===== config.mk =====
export PLATFORM = sky130hd
export DESIGN_NAME = wide_add_sequencer_flat
export DESIGN_NICKNAME = d
export VERILOG_FILES = /design/src/rtl/wide_add_sequencer_if.sv /design/src/rtl/wide_add_sequencer.sv /design/src/flat_wrapper.sv
export SDC_FILE = /design/constraint.sdc
export NUM_CORES = 1
export LEC_CHECK = 0
export ABC_AREA = 1
export BUFFER_PORTS_ARGS = -buffer_cell sky130_fd_sc_hd__clkbuf_2
export CORE_ASPECT_RATIO = 1.5
export CORE_MARGIN = 3
export CORE_UTILIZATION = 55
export DETAILED_ROUTE_END_ITERATION = 10
export PLACE_DENSITY = 0.9
export SLEW_MARGIN = 20
export SYNTH_ARGS = -nofsm -noshare
export SYNTH_HDL_FRONTEND = slang
export SYNTH_SLANG_ARGS = --single-unit
export TNS_END_PERCENT = 10

===== constraint.sdc =====
create_clock -name clk -period 3.3 [get_ports clk]
set_input_delay 0.495 -clock clk [delete_from_list [all_inputs] [get_ports clk]]
set_output_delay 0.495 -clock clk [all_outputs]
set_load 0.02 [all_outputs]

===== src/rtl/wide_add_sequencer_if.sv =====
// ============================================================================
//  Module      : wide_add_sequencer_if
//  Description : Command / result handshake bundle for wide_add_sequencer.
//                The requester drives the command and done_ready; the
//                sequencer drives start_ready, the result and its flags.
//  Revision    : 1.0  initial release
// ============================================================================
`timescale 1ns/1ps
`default_nettype none

interface wide_add_sequencer_if #(
   parameter int WORDS = 4
);
   localparam int N = 16 * WORDS;

   logic          start_valid;
   logic          start_ready;
   logic [N-1:0]  a;
   logic [N-1:0]  b;
   logic          sub;
   logic          carryIn;
   logic [N-1:0]  result;
   logic          carryOut;
   logic          overflow;
   logic          done_valid;
   logic          done_ready;
   logic          busy;

   // Requester side
   modport master (
      output start_valid, a, b, sub, carryIn, done_ready,
      input  start_ready, result, carryOut, overflow, done_valid, busy
   );

   // Sequencer side
   modport slave (
      input  start_valid, a, b, sub, carryIn, done_ready,
      output start_ready, result, carryOut, overflow, done_valid, busy
   );
endinterface

`default_nettype wire


===== src/rtl/wide_add_sequencer.sv =====
// ============================================================================
//  Module      : wide_add_sequencer
//  Description : WORDS x 16-bit add/subtract built from a single 16-bit
//                carry-select adder. One slice per cycle, LSB first, with
//                the carry chained through a register.
//  Revision    : 1.0  initial release
// ============================================================================
`timescale 1ns/1ps
`default_nettype none

module wide_add_sequencer #(
   parameter int WORDS = 4
) (
   input  wire logic            clk,
   input  wire logic            rst,
   wide_add_sequencer_if.slave  bus
);

   localparam int N     = 16 * WORDS;
   localparam int IDX_W = (WORDS > 1) ? $clog2(WORDS) : 1;
   localparam logic [IDX_W-1:0] IDX_LAST = IDX_W'(WORDS - 1);

   typedef enum logic [1:0] {
      S_IDLE = 2'd0,
      S_RUN  = 2'd1,
      S_DONE = 2'd2
   } state_t;

   state_t             state_q,     state_d;
   logic [N-1:0]       op_a_q,      op_a_d;
   logic [N-1:0]       op_b_q,      op_b_d;
   logic [N-1:0]       result_q,    result_d;
   logic               carry_q,     carry_d;
   logic [IDX_W-1:0]   idx_q,       idx_d;
   logic               carry_out_q, carry_out_d;
   logic               overflow_q,  overflow_d;

   // ------------------------------------------------------------------------
   // 16-bit carry-select adder: low byte ripples, high byte is precomputed
   // for both possible carries and chosen by the low-byte carry.
   // ------------------------------------------------------------------------
   logic [15:0] w_slice_a;
   logic [15:0] w_slice_b;
   logic [8:0]  w_lo;
   logic [8:0]  w_hi0;
   logic [8:0]  w_hi1;
   logic [15:0] w_sum;
   logic        w_cout;

   assign w_slice_a = op_a_q[16*idx_q +: 16];
   assign w_slice_b = op_b_q[16*idx_q +: 16];

   // Slice adder datapath (purely combinational, no pipeline stage)
   always_comb begin
      w_lo   = {1'b0, w_slice_a[7:0]}  + {1'b0, w_slice_b[7:0]}  + {8'd0, carry_q};
      w_hi0  = {1'b0, w_slice_a[15:8]} + {1'b0, w_slice_b[15:8]};
      w_hi1  = {1'b0, w_slice_a[15:8]} + {1'b0, w_slice_b[15:8]} + 9'd1;
      w_sum  = {(w_lo[8] ? w_hi1[7:0] : w_hi0[7:0]), w_lo[7:0]};
      w_cout = w_lo[8] ? w_hi1[8] : w_hi0[8];
   end

   // Next-state and datapath update for IDLE -> RUN -> DONE sequencing
   always_comb begin
      state_d     = state_q;
      op_a_d      = op_a_q;
      op_b_d      = op_b_q;
      result_d    = result_q;
      carry_d     = carry_q;
      idx_d       = idx_q;
      carry_out_d = carry_out_q;
      overflow_d  = overflow_q;

      case (state_q)
         S_IDLE: begin
            if (bus.start_valid) begin
               // Subtract is A + ~B + 1, so borrow-in becomes an inverted carry-in
               op_a_d  = bus.a;
               op_b_d  = bus.sub ? ~bus.b : bus.b;
               carry_d = bus.sub ? ~bus.carryIn : bus.carryIn;
               idx_d   = '0;
               state_d = S_RUN;
            end
         end

         S_RUN: begin
            result_d[16*idx_q +: 16] = w_sum;
            carry_d                  = w_cout;
            if (idx_q == IDX_LAST) begin
               carry_out_d = w_cout;
               // Operand signs use the already-inverted B for subtraction
               overflow_d  = (op_a_q[N-1] == op_b_q[N-1]) && (w_sum[15] != op_a_q[N-1]);
               state_d     = S_DONE;
            end else begin
               idx_d = idx_q + 1'b1;
            end
         end

         S_DONE: begin
            if (bus.done_ready) begin
               state_d = S_IDLE;
            end
         end

         default: begin
            state_d = S_IDLE;
         end
      endcase
   end

   // State and datapath registers; reset overrides everything in any state
   always_ff @(posedge clk) begin
      if (rst) begin
         state_q     <= S_IDLE;
         op_a_q      <= '0;
         op_b_q      <= '0;
         result_q    <= '0;
         carry_q     <= 1'b0;
         idx_q       <= '0;
         carry_out_q <= 1'b0;
         overflow_q  <= 1'b0;
      end else begin
         state_q     <= state_d;
         op_a_q      <= op_a_d;
         op_b_q      <= op_b_d;
         result_q    <= result_d;
         carry_q     <= carry_d;
         idx_q       <= idx_d;
         carry_out_q <= carry_out_d;
         overflow_q  <= overflow_d;
      end
   end

   // start_ready is masked by rst so no command is taken during reset
   assign bus.start_ready = (state_q == S_IDLE) && !rst;
   assign bus.busy        = (state_q == S_RUN);
   assign bus.done_valid  = (state_q == S_DONE);
   assign bus.result      = result_q;
   assign bus.carryOut    = carry_out_q;
   assign bus.overflow    = overflow_q;

endmodule

`default_nettype wire


===== src/flat_wrapper.sv =====
// flat-port wrapper written by rule: the top's interface ports become plain ports
module wide_add_sequencer_flat 
#(
   parameter int WORDS = 4
)
  (clk, rst, bus_start_valid, bus_a, bus_b, bus_sub, bus_carryIn, bus_done_ready, bus_start_ready, bus_result, bus_carryOut, bus_overflow, bus_done_valid, bus_busy);
  wide_add_sequencer_if #(.WORDS(WORDS)) bus_i ();
  input  wire logic clk;
  input  wire logic rst;
  input wire logic [$bits(bus_i.start_valid)-1:0] bus_start_valid;
  input wire logic [$bits(bus_i.a)-1:0] bus_a;
  input wire logic [$bits(bus_i.b)-1:0] bus_b;
  input wire logic [$bits(bus_i.sub)-1:0] bus_sub;
  input wire logic [$bits(bus_i.carryIn)-1:0] bus_carryIn;
  input wire logic [$bits(bus_i.done_ready)-1:0] bus_done_ready;
  output wire logic [$bits(bus_i.start_ready)-1:0] bus_start_ready;
  output wire logic [$bits(bus_i.result)-1:0] bus_result;
  output wire logic [$bits(bus_i.carryOut)-1:0] bus_carryOut;
  output wire logic [$bits(bus_i.overflow)-1:0] bus_overflow;
  output wire logic [$bits(bus_i.done_valid)-1:0] bus_done_valid;
  output wire logic [$bits(bus_i.busy)-1:0] bus_busy;
  assign bus_i.start_valid = bus_start_valid;
  assign bus_i.a = bus_a;
  assign bus_i.b = bus_b;
  assign bus_i.sub = bus_sub;
  assign bus_i.carryIn = bus_carryIn;
  assign bus_i.done_ready = bus_done_ready;
  assign bus_start_ready = bus_i.start_ready;
  assign bus_result = bus_i.result;
  assign bus_carryOut = bus_i.carryOut;
  assign bus_overflow = bus_i.overflow;
  assign bus_done_valid = bus_i.done_valid;
  assign bus_busy = bus_i.busy;
  wide_add_sequencer #(.WORDS(WORDS)) u_core (.clk(clk), .rst(rst), .bus(bus_i));
endmodule

# Word-level counts from Yosys, hierarchy flattened
# Index checks and enable logic that the tools add are counted.
# classes
addsub,6
n_eq_ne,9
n_shift,4
n_mux,14
bitwise,2
n_reduce_logical,10
# ops
cell,count
$shiftx 64x7->16,2
$bwmux 64,1
$mux 64,1
$not 64->64,1
$shift 16x34->64 const A,1
$shiftx 16x34->64,1
$neg 6->34,1
$add 8x8->9,2
$mux 2,5
$add 9x1->9,1
$add 9x1->9 const B,1
$mux 8,1
$ne 2x2->1 const B,3
$pmux 2 s3,1
$reduce_and 2->1,3
$reduce_and 3->1,2
$eq 2x2->1 const B,2
$pmux 2 s2,1
$mux 1,3
$add 2x1->2 const B,1
$eq 2x1->1 const B,1
$logic_and 1x1->1,2
$logic_not 2->1,1
$ne 2x1->1 const B,1
6 further kinds,6
# totals
regBits,199
in_bits,134
out_inout_bits,69
wordCells,53

# Longest topological paths before layout
# depth
word_depth,6
depth_mapped,22
mapped_depth_nobuf,19

# Worst setup path before layout
# OpenSTA, ideal clock, no wires.
# synth_timing
kind,register to register
startpoint,register u_core.idx_q[0]
endpoint,register u_core.result_q[60] (netlist: u_core.bus.result[60])
setup_ns,0.071
t_arrival_ns,2.966
t_required_ns,3.229
path_slack_ns,0.264
stages_incl_launch_ff,18
n_path_buf,3
period_less_slack_ns,3.036
path_cell_list,dfxtp_1 -> buf_2 -> inv_1 -> clkbuf_1 -> buf_1 -> nor2_1 -> o22ai_1 -> ha_1 -> fa_1 -> ha_1 -> inv_1 -> nor2_2 -> nand3_4 -> xor2_1 -> nand2_1 -> nor2_2 -> nand2_1 -> a21oi_1
# synth_via
elab_chain_len,6
word_cells_on_any_way,11
classes_between,add/sub (5); shift (4); mux (2)
# synth_rtl
element,line,source
start: declaration,wide_add_sequencer.sv:34,"logic [IDX_W-1:0] idx_q, idx_d;"
start signal: assignment,wide_add_sequencer.sv:127,idx_q <= idx_d;
"$shiftx 64x7->16, on equally long branches","wide_add_sequencer.sv:50, wide_add_sequencer.sv:51",
"$add 8x8->9, on equally long branches","wide_add_sequencer.sv:56, wide_add_sequencer.sv:57, wide_add_sequencer.sv:55",
"$add 9x1->9, on equally long branches","wide_add_sequencer.sv:57, wide_add_sequencer.sv:55",
$mux 8,wide_add_sequencer.sv:58,"w_sum = {(w_lo[8] ? w_hi1[7:0] : w_hi0[7:0]), w_lo[7:0]};"
$shiftx 16x34->64,wide_add_sequencer.sv:86,result_d[16*idx_q +: 16] = w_sum;
$bwmux 64 (*),wide_add_sequencer.sv:86,
end signal: assignment,wide_add_sequencer.sv:125,result_q <= result_d;
end: declaration,wide_add_sequencer.sv:32,"logic [N-1:0] result_q, result_d;"
# Every way passes the cells marked *; elsewhere a longest branch is shown, timed or not.
# A chain may end at the register's enable or synchronous reset.

# Final worst setup path
# Same ends and word-level chain as after synthesis.

==> summary.md <==
| Metric | Value |
|---|---|
| Site row count | `58` |
| RSZ-0062 raised after global routing | `no` |
| Ordered list of cells on the worst path | `inv_2, o21ai_0, o22ai_1, ha_1, fa_1, xnor2_1, nor2_2, nand3_4, xor2_1, nand2_1, nor2_2, nand2_1, a21oi_1` |
| Count of buffers from port buffering | `202` |
| WHS Path Cells | `3` |
| Relative slew slack | `0.493` |
| Synthesized Nets | `1427` |
| Setup slack of the critical path after layout | `173 ps` |
| Arrival time of data at the critical path endpoint | `3480 ps` |
| Shortest clock period the worst path allows after layout | `3130 ps` |
| Number of fillers in the final layout | `1321` |
| Worst slew pin tran | `761 ps` |
| Max Slew Vio Count | `0` |
| Layout cell share with drive strength beyond 1 | `0.209` |
| Post-route cell area | `0.0113 mm2` |
| Worst reg2reg endpoint | `u_core.bus.result[60]` |
| Wire length per cell after detailed routing | `16.5 um` |
| DP Area | `0.0107 mm2` |
| Initial antenna violation count | `0` |
| Power Total | `6.50 mW` |
| Critical path's largest stage delay | `460 ps` |
| Final hold violations | `0` |
| Sequential fraction of the synthesis area | `0.417` |
| Vias per cell | `5.71` |
| Horizontal extent of the die | `114 um` |
| Min-Delay Startpoint | `bus_a[12]` |
| Endpoint of the worst hold path | `u_core.op_a_q[12]` |
| Min Hold Slack | `315 ps` |
| WP data required | `3660 ps` |
| Largest fanout on the critical path | `24` |
| Yosys Warn Count | `0` |
| CP Capture Type | `flop` |
| Die Y | `167 um` |
| Clock Latency Late Sink | `430 ps` |
| Total Negative Setup Slacks | `0 ps` |
| Half-perimeter wire length after placement | `19.7 mm` |
| Number of optimization iterations in the first detailed-route pass | `6` |
| Number of clock buffers inserted by TritonCTS | `17` |
| Number of library cell types mapped by synthesis | `43` |
| Number of sinks on the clock net | `199` |
| DRC viols | `0` |
| Post-route insts no fill | `1641` |
| Mean cell area of the mapped netlist | `7.54 um2` |
| Critical Setup Path Class | `reg -> reg` |
| Clock-pin slew reported for the worst setup and hold paths after clock tree synthesis | `70 ps` |
| Launch point of the critical path | `u_core.idx_q[0]` |
| Buffers and inverters on the worst path | `1` |
| Total routing resource utilization after global routing | `0.275` |
| Maximum number of buffers from clock root to sink | `2` |
| Worst R2R Path Depth | `13` |
| Max Cap Violations | `0` |
| Mapped Area | `0.00956 mm2` |
| Flop2flop setup slack | `170 ps` |
| ANT cells | `0` |
| Layout net count | `1579` |
| Logic depth of the worst setup path including buffers | `13` |
| Share of the core filled with cells | `0.665` |
| Routed Antenna Nets | `0` |
| Clock skew after layout | `11.4 ps` |
| Core Box Area | `0.0169 mm2` |
| Violation count after the first detailed-routing iteration | `958` |
| Routability congestion estimate | `0.918` |
| CTS H-Tree Depth | `4` |
| Maximum vdd drop | `0.000340 V` |
| Cell type group with the largest total delay on the critical path | `adder cells` |
| Setup fix buffers added after clock tree synthesis | `0` |
| Count of placed standard cells including taps | `1610` |
| Worst slack at placement | `288 ps` |
| Launch instance of the worst register-to-register path | `u_core.idx_q[0]` |
| Vias | `9371` |
| Total of endpoints with negative setup slack in the final report | `0` |
| Startpoint kind of the worst setup timing path | `flop` |
| Clock tree from TritonCTS | `built` |
| Slowest library cell on the worst path | `sky130_fd_sc_hd__xnor2_1` |
| Effective utilization at floorplan | `0.565` |
| Syn-to-layout area delta | `17.7%` |
| Post-synthesis sequential element count | `199` |
| Via count of the first global-routing pass | `8910` |
| Achievable clock frequency | `0.320 GHz` |
| Global-route wire length before repair | `42.4 mm` |
| Die area | `0.0190 mm2` |
| Maximum number of pins on one net before global-route repair | `99` |
| Routed wire length | `27.1 mm` |
| Final critical-path share of the clock period | `0.948` |
| Aggregate global routing overflow | `0` |
| Instance count of the mapped netlist | `1268` |
| Clock root buffer | `sky130_fd_sc_hd__clkbuf_16` |
| Outcome | `completed` |
| Total power divided by cell area | `578 mW/mm2` |
| # IOs | `203` |
| Static Leak | `4.74 nW` |
| Hold Path Class | `in -> reg` |
==> tightest hold or removal path, delay by kind of cell <==
family | cells | cell delay, ps
buffers and inverters | 1 | 70
AND/OR/NAND/NOR | 1 | 70
AO/OA/AOI/OAI | 1 | 70
==> worst max-delay path by stage <==
| stage | to | slack [ps] |
|---|---|---|
| floorplan | u_core.bus.result[60] | 260 |
| global placement | u_core.bus.overflow | 400 |
| detailed placement | u_core.bus.result[30] | 290 |
| CTS | u_core.bus.result[62] | 200 |
| global route | u_core.bus.result[57] | 20 |
| finish | u_core.bus.result[60] | 170 |
==> kinds of logic (layout without fill, tap and decap cells) <==
kind of cell | count (synthesis) | count (layout) | share of synthesized area
XOR/XNOR | 77 | 77 | 0.0729
adder cells (fa/ha/maj) | 25 | 25 | 0.0351
flip-flops | 199 | 199 | 0.417
buffers and inverters | 139 | 302 | 0.0575
AO/OA/AOI/OAI | 310 | 310 | 0.186
AND/OR/NAND/NOR | 518 | 518 | 0.232
==> repair_timing <==
| item | CTS | global route |
|---|---|---|
| gates resized for setup | 0 | 2 |
| hold buffers | 0 | 0 |
| endpoints found under the setup margin | 0 | 10 |
==> registers in the layout, summed over array words and instances, names as in the netlist <==
register	flops
u_core.bus.result	64
u_core.op_a_q	64
u_core.op_b_q	64
u_core.idx_q	2
u_core.state_q	2
u_core.bus.carryOut	1
u_core.bus.overflow	1
u_core.carry_q	1
==> synth_stat cells, drive strengths merged <==
master  number  area, um2
ha          22        275
a211oi      63        473
o311ai       1       8.76
fa           3       60.1
inv         46        173
nand4       13       87.6
nand3       32        195
a21oi       78        394
a31o         1       8.76
or2          2       12.5
a32oi        3       26.3
nand2      173        702
nor3         7       46.3
nand3b       3       26.3
o21ai      130        651
nor4         1       21.3
dfxtp      199       3980
and3         1       6.26
buf         27        129
xnor2       70        628
o211ai       1       7.51
clkinv       1       3.75
nor2       286       1120
o22ai       30        188
clkbuf      65        244
a22oi        3       22.5
xor2         7       68.8
==> power by group <==
| group | total [mW] | internal [mW] | switching [mW] |
|---|---|---|---|
| sequential | 2.67 | 2.57 | 0.103 |
| clock | 2.05 | 1.14 | 0.907 |
| combinational | 1.78 | 0.624 | 1.16 |
| total | 6.50 | 4.33 | 2.17 |
==> cells in the final DEF (no fill, tap or decap), types with 2 or more instances in the layout <==
cell type	n
sky130_fd_sc_hd__o21ai_1	3
sky130_fd_sc_hd__nand2_4	3
sky130_fd_sc_hd__nand3_1	28
sky130_fd_sc_hd__nor3_1	6
sky130_fd_sc_hd__o22ai_1	30
sky130_fd_sc_hd__clkbuf_1	3
sky130_fd_sc_hd__a211oi_1	63
sky130_fd_sc_hd__inv_6	5
sky130_fd_sc_hd__a22oi_1	3
sky130_fd_sc_hd__or2_2	2
sky130_fd_sc_hd__nand4_1	12
sky130_fd_sc_hd__nor2_2	5
sky130_fd_sc_hd__nor2_4	2
sky130_fd_sc_hd__dfxtp_1	198
sky130_fd_sc_hd__nand3_4	2
sky130_fd_sc_hd__inv_1	39
sky130_fd_sc_hd__fa_1	3
sky130_fd_sc_hd__o21ai_0	127
sky130_fd_sc_hd__a21oi_1	77
sky130_fd_sc_hd__clkbuf_2	200
sky130_fd_sc_hd__clkbuf_16	18
sky130_fd_sc_hd__nand2_2	13
sky130_fd_sc_hd__bufinv_16	2
sky130_fd_sc_hd__ha_1	22
sky130_fd_sc_hd__inv_2	6
sky130_fd_sc_hd__clkinv_4	2
sky130_fd_sc_hd__a32oi_1	3
sky130_fd_sc_hd__nand2_1	157
sky130_fd_sc_hd__nand3b_1	2
sky130_fd_sc_hd__xor2_1	6
sky130_fd_sc_hd__nand3_2	2
sky130_fd_sc_hd__xnor2_1	68
sky130_fd_sc_hd__nor2_1	278
sky130_fd_sc_hd__xnor2_2	2
sky130_fd_sc_hd__buf_4	23
==> final cells by class <==
cell class              count  area (um2)  share of cell area
clock buffers              21         450              0.0400
clock inverters             9         118              0.0105
inverters                  47         181              0.0161
multi-input cells         930        5030               0.447
flip-flops and latches    199        3990               0.354
well taps                 210         263              0.0234
repair buffers            225        1230               0.109
==> per-layer routing <==
layer | GRT usage | share of wire | vias to the layer above | routed length, um
li1 | - | - | 4520 | -
met1 | 0.316 | 0.37 | 4229 | 10100
met2 | 0.473 | 0.50 | 504 | 13400
met3 | 0.0481 | 0.070 | 118 | 1880
met4 | 0.158 | 0.061 | 0 | 1660
met5 | 0 | 0 | - | 0
No activity file was read; power rests on OpenSTA's default activity.
